### src/rtl/stack_lifo_param.sv
// Parametrised synchronous LIFO stack with occupancy count, almost-full threshold,
// push+pop swap, combinational peek, synchronous flush and sticky error flags.
module stack_lifo_param #(
  parameter int WIDTH       = 4,
  parameter int DEPTH       = 8,
  parameter int AFULL_LEVEL = DEPTH - 1,
  localparam int CW         = $clog2(DEPTH + 1)
) (
  input  logic             clk,
  input  logic             rst,
  input  logic             push,
  input  logic             pop,
  input  logic             flush,
  input  logic             err_clr,
  input  logic [WIDTH-1:0] data_in,
  output logic [WIDTH-1:0] data_out,
  output logic             pop_valid,
  output logic [WIDTH-1:0] top,
  output logic [CW-1:0]    count,
  output logic             full,
  output logic             empty,
  output logic             almost_full,
  output logic             overflow,
  output logic             underflow
);

  localparam int AW = (DEPTH > 1) ? $clog2(DEPTH) : 1;

  logic [WIDTH-1:0] mem [DEPTH];
  logic [AW-1:0]    wr_idx;
  logic [AW-1:0]    top_idx;
  logic [AW-1:0]    mem_addr;
  logic             mem_we;
  logic [WIDTH-1:0] top_word;

  // Flags decode straight from the count register so they never lag an operation.
  assign full        = (count == CW'(DEPTH));
  assign empty       = (count == '0);
  assign almost_full = (count >= CW'(AFULL_LEVEL));

  assign wr_idx   = AW'(count);
  assign top_idx  = AW'(count - CW'(1));
  assign top_word = mem[top_idx];
  assign top      = empty ? '0 : top_word;

  // A swap overwrites the current top slot; a plain push writes one above it.
  assign mem_we   = !rst && !flush && push && (pop ? !empty : !full);
  assign mem_addr = pop ? top_idx : wr_idx;

  always_ff @(posedge clk) begin
    if (mem_we) begin
      mem[mem_addr] <= data_in;
    end
  end

  always_ff @(posedge clk) begin
    if (rst) begin
      count     <= '0;
      data_out  <= '0;
      pop_valid <= 1'b0;
      overflow  <= 1'b0;
      underflow <= 1'b0;
    end else begin
      pop_valid <= 1'b0;
      // Clearing first lets an error detected in the same cycle win.
      if (err_clr) begin
        overflow  <= 1'b0;
        underflow <= 1'b0;
      end
      if (flush) begin
        count <= '0;
      end else begin
        case ({push, pop})
          2'b10: begin
            if (full) begin
              overflow <= 1'b1;
            end else begin
              count <= count + CW'(1);
            end
          end
          2'b01: begin
            if (empty) begin
              underflow <= 1'b1;
            end else begin
              data_out  <= top_word;
              count     <= count - CW'(1);
              pop_valid <= 1'b1;
            end
          end
          2'b11: begin
            data_out  <= empty ? data_in : top_word;
            pop_valid <= 1'b1;
          end
          default: ;
        endcase
      end
    end
  end

endmodule

### config.mk
export PLATFORM = sky130hd
export DESIGN_NAME = stack_lifo_param
export DESIGN_NICKNAME = d
export VERILOG_FILES = /design/src/rtl/stack_lifo_param.sv
export SDC_FILE = /design/constraint.sdc
export NUM_CORES = 1
export LEC_CHECK = 0
export BUFFER_PORTS_ARGS = -buffer_cell sky130_fd_sc_hd__buf_4
export CORE_MARGIN = 5
export CORE_UTILIZATION = 45
export CTS_BUF_LIST = sky130_fd_sc_hd__clkbuf_8
export DETAILED_ROUTE_END_ITERATION = 7
export GPL_TIMING_DRIVEN = 0
export PLACE_DENSITY = 0.67
export SYNTH_ARGS = -nofsm -noshare
export SYNTH_HDL_FRONTEND = slang
export SYNTH_SLANG_ARGS = --single-unit
### constraint.sdc
create_clock -name clk -period 1.9 [get_ports clk]
set_input_delay 0.19 -clock clk [delete_from_list [all_inputs] [get_ports clk]]
set_output_delay 0.19 -clock clk [all_outputs]
set_load 0.02 [all_outputs]
After elaboration in Yosys (flattened, before gate mapping)
Memory sizes are Yosys's and may differ from the RTL's.
Cells that the tools add are included.
- equality and inequality tests: 6
- shift-type cells: 0
- reductions and logical operators: 13
- div/mod/pow operators: 0
- $mul: 0
- order comparisons: 1
- add/subtract/negate cells: 2
- mux-type cells: 21
- bitwise gates (word level): 1
- operators with widths (operator ; number):
    4-bit two-way mux ; 5
    4-bit one-hot mux with 2 select lines ; 2
    1-bit two-way mux ; 12
    3-bit AND reduction ; 2
    4-bit by 1-bit adder with 4-bit output, second input constant ; 1
    2-bit equality test, second input constant ; 2
    4-bit equality test, second input constant ; 1
    4-bit by 3-bit greater-or-equal comparator with 1-bit output, second input constant ; 1
    1-bit zero test ; 4
    4-bit zero test ; 1
    2-bit != test, second input constant ; 2
    2-bit nonzero test ; 2
    4-bit by 1-bit subtractor with 4-bit output, second input constant ; 1
    1-bit logical AND ; 3
    3-bit two-way mux ; 1
    2-bit by 1-bit equality test with 1-bit output, second input constant ; 1
    1-bit one-hot mux with 2 select lines ; 1
    2-bit OR reduction ; 1
    1-bit inverter ; 1
- bits in latches: 0
- memory bits (read-only): 0
- bits in writable memories: 32
- memories: 1
- register bits after elaboration: 11
- memories (name ; depth ; bits a word ; rd ports ; clocked after memory_dff ; write ports ; RTL line ; source):
    mem ; 8 ; 4 ; 1 ; 0 ; 1 ; 29 ; logic [WIDTH-1:0] mem [DEPTH];

Logic depth before layout (Yosys ltp)
Gate-level depths: netlist (run 1).
- depth after elaboration: 6
- depth in mapped cells: 8
- gate-level depth less buffers: 6

Worst setup path after synthesis (run 1)
No wires, ideal clock.
- path kind: register to output
- start: register count[0]
- end: output port top[0]
- path slack: -381 ps
- path buffers: 1
- arrival: 2091 ps
- cell stages (with the launch flop): 7
- cell sequence: dfxtp_1 -> inv_2 -> ha_1 -> buf_2 -> mux2i_1 -> mux4_2 -> nor2_1
- longest elaborated chain between the ends: 3
- elaborated cells between the ends (all ways): 4
- classes of those cells: add/sub (1); mux (1); reduce/logical (1); memory (1)
- ends and longest elaborated chain (element ; RTL line ; source):
    start, declared ; 19 ; output logic [CW-1:0] count,
    start signal, assigned ; 78 ; count <= count + CW'(1);
    start signal, assigned ; 86 ; count <= count - CW'(1);
    4-bit by 1-bit subtractor with 4-bit output ; - ;
    memory 8 x 4 bit ; - ;
    4-bit two-way mux (*) ; 44 ; assign top = empty ? '0 : top_word;
    end, declared ; 18 ; output logic [WIDTH-1:0] top,
Every way passes the cells marked *; elsewhere a longest branch is shown, timed or not.

Worst setup path after layout (run 1)
- start: register count[0]
- end: output port top[3]
The elaborated chain is that of the path after synthesis.

==> results.md, run 1 <==
- The count of endpoints failing setup in the final report is 20.
- The standard cell core area is 4410 um2.
- The post-detailed-placement half-perimeter wirelength is 3.25 mm.
- The storage element area is 1190 um2.
- TritonCTS built the clock tree.
- The worst register-to-register path has a depth of 9.
- The number of buffers created by CTS is 5.
- In this run the vertical extent of the chip is 77.8 um.
- For this design the ratio of total power to cell area is 735 nW/um2.
- The total overflow left after global routing is 0.
- The largest net degree at the start of global routing is 17.
- The signed area change from the synthesized netlist to the final layout is 34.8%.
- After the first detailed-routing iteration, the DRC count stood at 58.
- The critical path required time is 1.71 ns.
- Routability-driven placement finished with a final weighted congestion of 0.787.
- The post-route netlist has 44.9% of its cells at a drive strength greater than 1.
- The static leakage is 0.000964 uW.
- The die is 77.8 um wide.
- Setup repair after global routing could not meet its margin everywhere.
- The post-route non-filler standard cell count is 257.
- After clock tree synthesis, the clock-pin slew on the worst setup and hold paths is 0.09 ns.
- The final critical path takes up 116% of the cycle.
- The worst setup path is launched from a register.
- The number of max-slew violations in the final report is 0.
- The maximum VDD drop is 0.563 mV.
- The area of the mapped netlist is 2070 um2.
- The tree built by TritonCTS fans out to 43 sinks.
- For this run, the number of Yosys warnings is 0.
- The hold violation count in the final report was 0.
- The total routing usage reported by global routing is 15.4%.
- The post-synthesis sequential area ratio is 57.2%.
- The signal arrival time at the worst endpoint is 2.01 ns.
- The initial antenna violation count is 0.
- The number of design rule violations left after detail routing is 0.
- Synthesis produced a netlist with a net count of 174.
- The starting utilization of the core area is 46.8%.
- The reg-to-reg critical path endpoint is mem[1][2].
- In the post-route analysis, the smallest setup slack over all paths is -0.299 ns.
- The critical path class is reg2out.
- Detailed routing inserted a total of 1471 vias.
- Before antenna repair, the detailed router went through 4 iterations.
- Pin placement for this block handled 28 I/O pins.
- The final core utilization is 63.1%.
- The worst clock skew is 0.00526 ns.
- Counting tap cells, the placed design contains a total of 241 instances.
- The reported max-cap violation count is 0.
- The final reports fail on setup timing.
- The run finished, with violations left.
- The maximum fanout along the worst path is 10.
- The total length of routed wires is 4.65 mm.
- The final standard cell area without fillers is 2790 um2.
- The launch point of the worst reg-to-reg path is count[0].
- The first-pass GRT wire length is 7.40 mm.
- The number of distinct standard cells referenced by the synthesized netlist is 42.
- The dominant synthesized flop cell is sky130_fd_sc_hd__edfxtp_1.
- The routed via count divided by cell count is 5.72.
- The die outline area is 6050 um2.
- The hold buffer count at cts is 0.
- The combined area of the multi-input logic cells is 1020 um2.
- The critical path ends at top[3].
- Clock tree synthesis selected as its root buffer the cell sky130_fd_sc_hd__clkbuf_8.
- Counting the fill cells in the layout gives 316.
- The placed standard-cell area is 2410 um2.
- For the finished layout, the period the worst path requires is 2.20 ns.
- The initialized floorplan defines 24 standard-cell rows.
- The final layout contains 216 nets.
- The number of buffers added on ports is 27.
- For the final routed database, the setup TNS stands at -2.24 ns.
- The slew at the pin closest to its max-slew limit is 0.430 ns.
- The nature of the critical path endpoint is a primary output.
- Across all register-to-register paths, the minimum setup slack is -0.10 ns.
- Headroom to the max-slew limit came out at 71.1%.
- The worst hold path belongs to the class in2reg.
- The count of nets left with antenna violations once routing finished came out at 0.
- The number of global-route vias before repair came to 1473.
- The worst-skew pair later-pin latency is 0.30 ns.
- The level count of the clock H-tree is 2.
- The maximum clock path buffer count is 2.
- The post-synthesis register bit count is 43.
- The fmax is 0.455 GHz.
- The number of antenna diodes in the final layout is 0.
- In the synthesized netlist the async set-or-reset flop fraction comes to 0%.
- After technology mapping, the gate count stands at 162.
- The per-cell routed wire length is 18.1 um.
- The number of flops mapped to enable cells by yosys is 32.
- The launch point of the worst path is count[0].
- The average instance area after synthesis is 12.8 um2.
## worst min path at each step
stage                     from   endpoint  cells after the start
floorplan           data_in[0]  mem[0][0]                      0
global placement    data_in[1]  mem[7][1]                      1
detailed placement  data_in[1]  mem[4][1]                      1
CTS                 data_in[0]  mem[7][0]                      1
global route        data_in[1]  mem[4][1]                      1
finish              data_in[1]  mem[0][1]                      1
## registers in the layout, indices dropped and copies added, names as in the netlist
signal,count
count,4
underflow,1
pop_valid,1
mem,32
data_out,4
overflow,1
## per-stage QoR
stage                     setup WS (ns)  hold slack, ns  power (uW)
after floorplan                 -0.0222           0.289        1270
after global placement           -0.153           0.434        1350
after detailed placement         -0.180           0.453        1360
after CTS                        -0.295           0.142        2000
after global routing             -0.353           0.138        2130
final                            -0.299           0.147        2050
## per-layer routing
metal | GRT usage [%] | vias to the layer above | share of wire, %
li1 | - | 692 | -
met1 | 20.3 | 720 | 42
met2 | 25.3 | 50 | 49
met3 | 4.40 | 9 | 6.3
met4 | 3.09 | 0 | 1.8
met5 | 0 | - | 0
## worst max-delay path, cell delays in order, from the launching register on
cell,delay [ns]
sky130_fd_sc_hd__dfxtp_4,0.39
sky130_fd_sc_hd__inv_8,0.04
sky130_fd_sc_hd__ha_4,0.25
sky130_fd_sc_hd__buf_12,0.15
sky130_fd_sc_hd__mux2i_1,0.13
sky130_fd_sc_hd__mux4_2,0.52
sky130_fd_sc_hd__nor2_4,0.11
sky130_fd_sc_hd__buf_6,0.12
## power by group
group	total (uW)	switching, uW	internal, uW
Sequential	1020	6.78	1020
Clock	610	339	270
Combinational	413	213	200
Total	2050	559	1490
## cells by family after synthesis
logic type / synth area share [%]
flops: 57.2
buf+inv: 4.12
mux: 13.1
xor+xnor: 1.70
compound gates: 7.69
simple gates: 15.0
fa+ha+maj: 1.21
## cell type report
type / count / area share, %
sequential: 43 / 42.7
multi-input combinational: 104 / 36.8
timing repair buffer: 36 / 10.8
buffer: 7 / 2.61
clock buffer: 5 / 2.47
tap: 52 / 2.34
inverter: 7 / 1.35
clock inverter: 3 / 0.943
## cells in the final DEF (no fill, tap or decap), drive strengths merged, types with 3 or more instances in the layout
cell and instances:
a21oi 4, buf 41, clkbuf 7, dfxtp 11
edfxtp 32, inv 8, mux2i 17, mux4 4
nand2b 8, nand3 4, nand3b 6, nor2 17
nor2b 3, nor3 5, o21ai 3
## cell usage after synthesis, types with 3 or more instances
library cell,instances,area (um2)
sky130_fd_sc_hd__inv_1,6,22.5
sky130_fd_sc_hd__mux4_2,4,90.1
sky130_fd_sc_hd__o21ai_0,3,15.0
sky130_fd_sc_hd__edfxtp_1,32,961
sky130_fd_sc_hd__nor3_1,5,25.0
sky130_fd_sc_hd__a21oi_1,4,20.0
sky130_fd_sc_hd__mux2i_1,17,170
sky130_fd_sc_hd__nor2b_1,3,18.8
sky130_fd_sc_hd__dfxtp_1,11,220
sky130_fd_sc_hd__buf_4,3,22.5
sky130_fd_sc_hd__nand3b_1,6,45.0
sky130_fd_sc_hd__nor2_1,17,63.8
sky130_fd_sc_hd__nand2b_1,8,50.1
sky130_fd_sc_hd__nand3_1,4,20.0
## what timing repair did
| item | 4_1_cts | 5_1_grt |
|---|---|---|
| gates resized for setup | 24 | 20 |
| pin swaps | 2 | 5 |
| setup endpoints to repair | 40 | 40 |
| setup buffers | 4 | 6 |
Power figures use the tool's default switching activity.
==> run 2: changes to the inputs <==
- RECOVER_POWER: default -> 50
==> results.md, run 2 (same netlist as run 1, synthesis figures left out) <==
- The run finished, with violations left.
- The final reports fail on setup timing.
- The largest register by flop count is mem.
- The path class of the tightest hold or removal check is in2reg.
- The total routing usage reported by global routing is 15.4% (unchanged).
- The count of endpoints failing setup in the final report is 20 (unchanged).
- The signal arrival time at the worst endpoint is 2.01 ns (about the same).
- The largest net degree at the start of global routing is 17 (unchanged).
- The DRC violation total after the first TritonRoute iteration is 49 (-16%).
- The remaining global-route overflow came to 0 (unchanged).
- The number of placement rows is 24 (unchanged).
- The worst setup path is captured at a primary output.
- The final period utilization is 116% (+0.12 points).
- The flip-flop count of the largest register after layout is 32 (unchanged).
- The number of design rule violations left after detail routing is 0 (unchanged).
- The post-placement setup slack is -0.180 ns (unchanged).
- The total power per unit cell area is 742 nW/um2 (+1.0%).
- The maximum VDD drop is 0.563 mV (about the same).
- The minimum hold slack is 0.206 ns (+0.0589 ns).
- The maximum clock path buffer count is 2 (unchanged).
- The post-detailed-placement half-perimeter wirelength came to 3.25 mm (unchanged).
- The number of nets still failing antenna checks after routing was 0 (unchanged).
- The setup slack of the critical path after layout is -0.301 ns (-0.00223 ns).
- The routed via count divided by cell count is 5.74 (+0.34%).
- The number of buffers added on ports is 27 (unchanged).
- The maximum fanout along the worst path was 10 (unchanged).
- The setup TNS is -2.26 ns (-0.0167 ns).
- The die outline area is 6050 um2 (unchanged).
- The worst-skew pair later-pin latency is 0.30 ns (about the same).
- The reported max-cap violation count is 0 (unchanged).
- The post-layout minimum cycle time came to 2.20 ns (+0.00223 ns).
- The number of nets at the end of the flow is 216 (unchanged).
- The number of detailed-routing iterations run before antenna repair was 4 (unchanged).
- The static leakage was 0.000932 uW (-3.3%).
- The fraction of final layout cells with drive strength greater than 1 was 41.0% (-3.9 points).
- The number of fill cells is 330 (+4.4%).
- The clock tree root buffer cell is sky130_fd_sc_hd__clkbuf_8.
- The number of antenna cells inserted came to 0 (unchanged).
- The via count is 1476 (+0.34%).
- TritonCTS built the clock tree.
- The vertical extent of the die was 77.8 um (unchanged).
- The initial antenna violation count is 0 (unchanged).
- The number of sinks driven by the clock tree is 43 (unchanged).
- The total length of routed wires is 4.66 mm (+0.11%).
- The starting utilization of the core area is 46.8% (unchanged).
- The slew at the pin closest to its max-slew limit is 0.437 ns (+0.00722 ns).
- The die outline width is 77.8 um (unchanged).
- The critical path required time is 1.71 ns (about the same).
- The hold buffer count at cts is 0 (unchanged).
- The worst setup path is launched from a register.
- The hold violation count in the final report is 0 (unchanged).
- The per-cell routed wire length was 18.1 um (+0.11%).
- The library cell used most frequently in the layout, excluding fill and tap cells, is sky130_fd_sc_hd__edfxtp_1.
- The critical path class is reg2out.
- The standard cell core area is 4410 um2 (unchanged).
- The number of buffers created by CTS is 5 (unchanged).
- The CTS clock-pin slew for the worst setup and hold paths is 0.09 ns (about the same).
- The largest registers in the layout are mem (32), count (4), data_out (4).
- The area growth from synthesis to layout is 33.4%.
- The level count of the clock H-tree is 2 (unchanged).
- The headroom to the max-slew limit is 70.8% (-0.35 points).
- Setup repair after global routing could not meet its margin everywhere.
- The number of I/O pins is 28 (unchanged).
- The worst clock skew came to 0.00625 ns (+0.000986 ns).
- The first-pass GRT wire length is 7.40 mm (unchanged).
- The fmax came to 0.454 GHz (-0.10%).
- The number of max-slew violations in the final report is 0 (unchanged).
- The placer's final routability congestion estimate is 0.787 (unchanged).
- The number of global-route vias before repair is 1473 (unchanged).
- In the layout the commonest cells are sky130_fd_sc_hd__edfxtp_1 (32), sky130_fd_sc_hd__buf_4 (24), sky130_fd_sc_hd__mux2i_1 (16), sky130_fd_sc_hd__nor2_4 (10).
-- run 2: power breakdown --
group | internal, uW | switching, uW | leakage [uW]
Sequential | 1020 | 6.75 | 0.000379
Combinational | 194 | 212 | 0.000505
Clock | 270 | 344 | 0.0000491
-- run 2: per-layer routing --
metal | track usage [%] | part of all wire, %
met5 | 0 | 0
met1 | 20.3 | 43
met2 | 25.3 | 49
met4 | 3.09 | 1.8
met3 | 4.40 | 6.0
-- run 2: timing repair --
item	in CTS	in global routing
pin swaps	2	5
hold endpoints to repair	0	0
endpoints found under the setup margin	40	40
setup buffers	4	6
resized for setup	24	20
-- run 2: metrics by stage --
step,total power (uW),cells,instance area (um2),utilization (%)
floorplan,1270,162,2150,-
global placement,1350,241,2410,54.7
detailed placement,1360,241,2410,54.7
CTS,2000,253,2640,59.8
global route,2120,257,2760,62.4
finish,2040,257,2760,62.4
-- run 2: final timing paths --
| path | from | to | slack, ns | cells after the start |
|---|---|---|---|---|
| max reg2reg | count[0] | mem[1][2] | -0.10 | 9 |
| min reg2reg | overflow | overflow | 0.48 | 1 |
| max | count[0] | top[3] | -0.30 | 7 |
| min | rst | data_out[0] | 0.21 | 3 |
-- run 2: final cells by class --
type	count	area (um2)	share of cell area, %
Buffer	7	72.6	2.63
Clock buffer	5	68.8	2.50
Clock inverter	3	26.3	0.954
Inverter	7	37.5	1.36
Multi-Input combinational cell	104	1020	37.2
Sequential cell	43	1190	43.1
Tap cell	52	65.1	2.36
Timing Repair Buffer	36	272	9.85
-- run 2: critical path: stages (launching register included) --
cell                      delay, ns
sky130_fd_sc_hd__dfxtp_4       0.39
sky130_fd_sc_hd__inv_8         0.04
sky130_fd_sc_hd__ha_4          0.25
sky130_fd_sc_hd__buf_12        0.15
sky130_fd_sc_hd__mux2i_1       0.13
sky130_fd_sc_hd__mux4_2        0.52
sky130_fd_sc_hd__nor2_4        0.11
sky130_fd_sc_hd__buf_6         0.12
==> run 3: changes to the inputs <==
- PLACE_DENSITY: 0.67 -> 0.71
- REMOVE_ABC_BUFFERS: default -> 1
==> results.md, run 3 (same netlist as run 1, synthesis figures left out) <==
- The run finished, with violations left.
- The final reports fail on setup timing.
- The number of placement rows is 24 (unchanged).
- The starting utilization of the core area came to 46.8% (unchanged).
- The post-detailed-placement half-perimeter wirelength was 3.02 mm (-7.0%).
- The number of sinks driven by the clock tree is 43 (unchanged).
- The number of detailed-routing iterations run before antenna repair is 4 (unchanged).
- The largest net degree at the start of global routing is 15 (-2).
- The placed standard-cell area is 2270 um2 (-5.8%).
- The number of max-slew violations in the final report is 0 (unchanged).
- The total power after layout was 2080 uW (+1.9%).
- The initial antenna violation count is 0 (unchanged).
- The worst hold path depth is 2 (-1).
- The number of global-route vias before repair is 1553 (+5.4%).
- The final period utilization was 117% (+1.4 points).
- The worst path buffer plus inverter count is 2 (-1).
- The routed via count divided by cell count was 5.70 (-0.77%).
- The slew at the pin closest to its max-slew limit came to 0.507 ns (+0.0704 ns).
- The launching element type of the critical path is a register.
- The nature of the critical path endpoint is a primary output.
- The reported max-cap violation count was 0 (unchanged).
- The class of the tightest hold or removal check is in2reg.
- The worst reg2reg path depth is 6 (-3).
- The signal arrival time at the worst endpoint is 2.04 ns (+0.03 ns).
- The number of antenna cells inserted is 0 (unchanged).
- The number of nets at the end of the flow was 215 (-0.46%).
- The clock tree root buffer cell is sky130_fd_sc_hd__clkbuf_8.
- The total routing usage reported by global routing is 15.9% (+0.55 points).
- The total length of routed wires is 4.65 mm (-0.21%).
- The fmax came to 0.449 GHz (-1.2%).
- The startpoint identified for the worst register-to-register timing path is count[1].
- In the final layout, the registers with the most flip-flops are mem (32), count (4), data_out (4).
- The slowest cell on the critical path is sky130_fd_sc_hd__xor2_1.
- The maximum clock path buffer count is 2 (unchanged).
- The number of buffers added on ports is 27 (unchanged).
- The reg-to-reg critical path endpoint is data_out[1].
- The most common cell after layout, fill and taps aside is sky130_fd_sc_hd__buf_4.
- TritonCTS built the clock tree.
- The hold violation count in the final report is 0 (unchanged).
- The storage element area came to 1190 um2 (-0.11%).
- The DRC violation total after the first TritonRoute iteration is 63 (+29%).
- Walking the worst path, the cells encountered are inv_2, ha_4, xor2_1, mux4_2, nor2_1, buf_4.
- The worst hold path terminates at pop_valid.
- The maximum fanout along the worst path came to 9 (-1).
- The post-placement setup slack is -1.14 ns (-0.958 ns).
- The post-layout minimum cycle time came to 2.23 ns (+0.0268 ns).
- The setup TNS is -1.24 ns (+1.02 ns).
- The combined area of the multi-input logic cells came to 917 um2 (-11%).
- The maximum VDD drop was 0.507 mV (-9.9%).
- The die outline area is 6050 um2 (unchanged).
- The worst hold path begins at rst.
- The CTS clock-pin slew for the worst setup and hold paths came to 0.08 ns (about the same).
- The static leakage is 0.000942 uW (+0.98%).
- The number of I/O pins is 28 (unchanged).
- The fraction of final layout cells with drive strength greater than 1 is 37.3% (-3.7 points).
- The number of buffers created by CTS came to 5 (unchanged).
- The die outline width is 77.8 um (unchanged).
- The placer's final routability congestion estimate is 0.811 (+3.0%).
- Broken down by cell family, the worst path's largest delay share belongs to XOR/XNOR gates.
- The worst stage delay on the critical path is 0.42 ns (-0.10 ns).
- The setup slack of the critical path after layout is -0.328 ns (-0.0268 ns).
- The vertical extent of the die is 77.8 um (unchanged).
- Setup repair after global routing could not meet its margin everywhere.
- The via count came to 1459 (-1.2%).
- The level count of the clock H-tree came to 2 (unchanged).
- The final standard cell area without fillers was 2660 um2 (-3.4%).
- The worst setup path is of the reg2out kind.
- The critical path required time was 1.71 ns (about the same).
- The flip-flop count of the largest register after layout is 32 (unchanged).
- The number of fill cells was 344 (+4.2%).
- The worst-skew pair later-pin latency is 0.29 ns (about the same).
- The number of nets still failing antenna checks after routing is 0 (unchanged).
- The count of endpoints failing setup in the final report is 4 (-80%).
- The slack of the worst reg-to-reg path is 0 ns (+0.10 ns).
- The library cells used most frequently in the layout, excluding fill and tap cells, are sky130_fd_sc_hd__buf_4 (33), sky130_fd_sc_hd__edfxtp_1 (32), sky130_fd_sc_hd__mux2i_1 (17), sky130_fd_sc_hd__nor2_1 (11).
- The number of design rule violations left after detail routing is 0 (unchanged).
- The per-cell routed wire length is 18.2 um (+0.18%).
- The remaining global-route overflow is 0 (unchanged).
- The worst clock skew was 0.00911 ns (+0.00286 ns).
- The headroom to the max-slew limit is 65.9% (-4.9 points).
- The minimum hold slack came to 0.156 ns (-0.0497 ns).
- The signed area change from the synthesized netlist to the final layout is 28.8%.
- The total power per unit cell area came to 783 nW/um2 (+5.5%).
- The first-pass GRT wire length is 7.67 mm (+3.6%).
- Counting flops per register, the top entry is mem.
- The standard cell core area is 4410 um2 (unchanged).
## run 3: area by class of cell
class	instances	area share, %
clock buffer	5	2.59
sequential	43	44.6
clock inverter	3	1.55
timing repair buffer	42	13.1
inverter	7	1.27
multi-input combinational	104	34.5
tap	52	2.44
## run 3: how the worst max path moves through the flow
| stage | start | endpoint | slack, ns | cells after the start |
|---|---|---|---|---|
| 2_1_floorplan | count[0] | mem[5][0] | -0.71 | 6 |
| 3_3_place_gp | count[0] | mem[4][3] | -0.98 | 6 |
| 3_5_place_dp | count[0] | mem[4][0] | -1.14 | 6 |
| 4_1_cts | count[0] | top[2] | -0.28 | 7 |
| 5_1_grt | count[1] | top[3] | -0.39 | 7 |
| 6_report | count[1] | top[2] | -0.33 | 6 |
## run 3: repair_timing
item | 4_1_cts | 5_1_grt
pin swaps | 2 | 9
resized for setup | 28 | 13
setup endpoints to repair | 45 | 41
hold buffers | 0 | 0
buffers inserted | 8 | 6
cloned | 1 | 0
## run 3: routing by layer
layer	up-vias	global-route usage, %	share of wire, %
met2	40	25.6	50
met3	13	4.51	4.9
met5	-	0	0
met1	715	20.1	42
met4	0	6.53	2.4
li1	691	-	-
## run 3: power by group
group | switching (uW) | internal, uW
sequential | 7.95 | 1020
combinational | 190 | 177
clock | 304 | 387
## run 3: metrics by stage
step	utilization, %	cells
3_5_place_dp	51.5	233
2_1_floorplan	-	154
5_1_grt	60.3	256
4_1_cts	58.0	250
3_3_place_gp	51.5	233
6_report	60.3	256
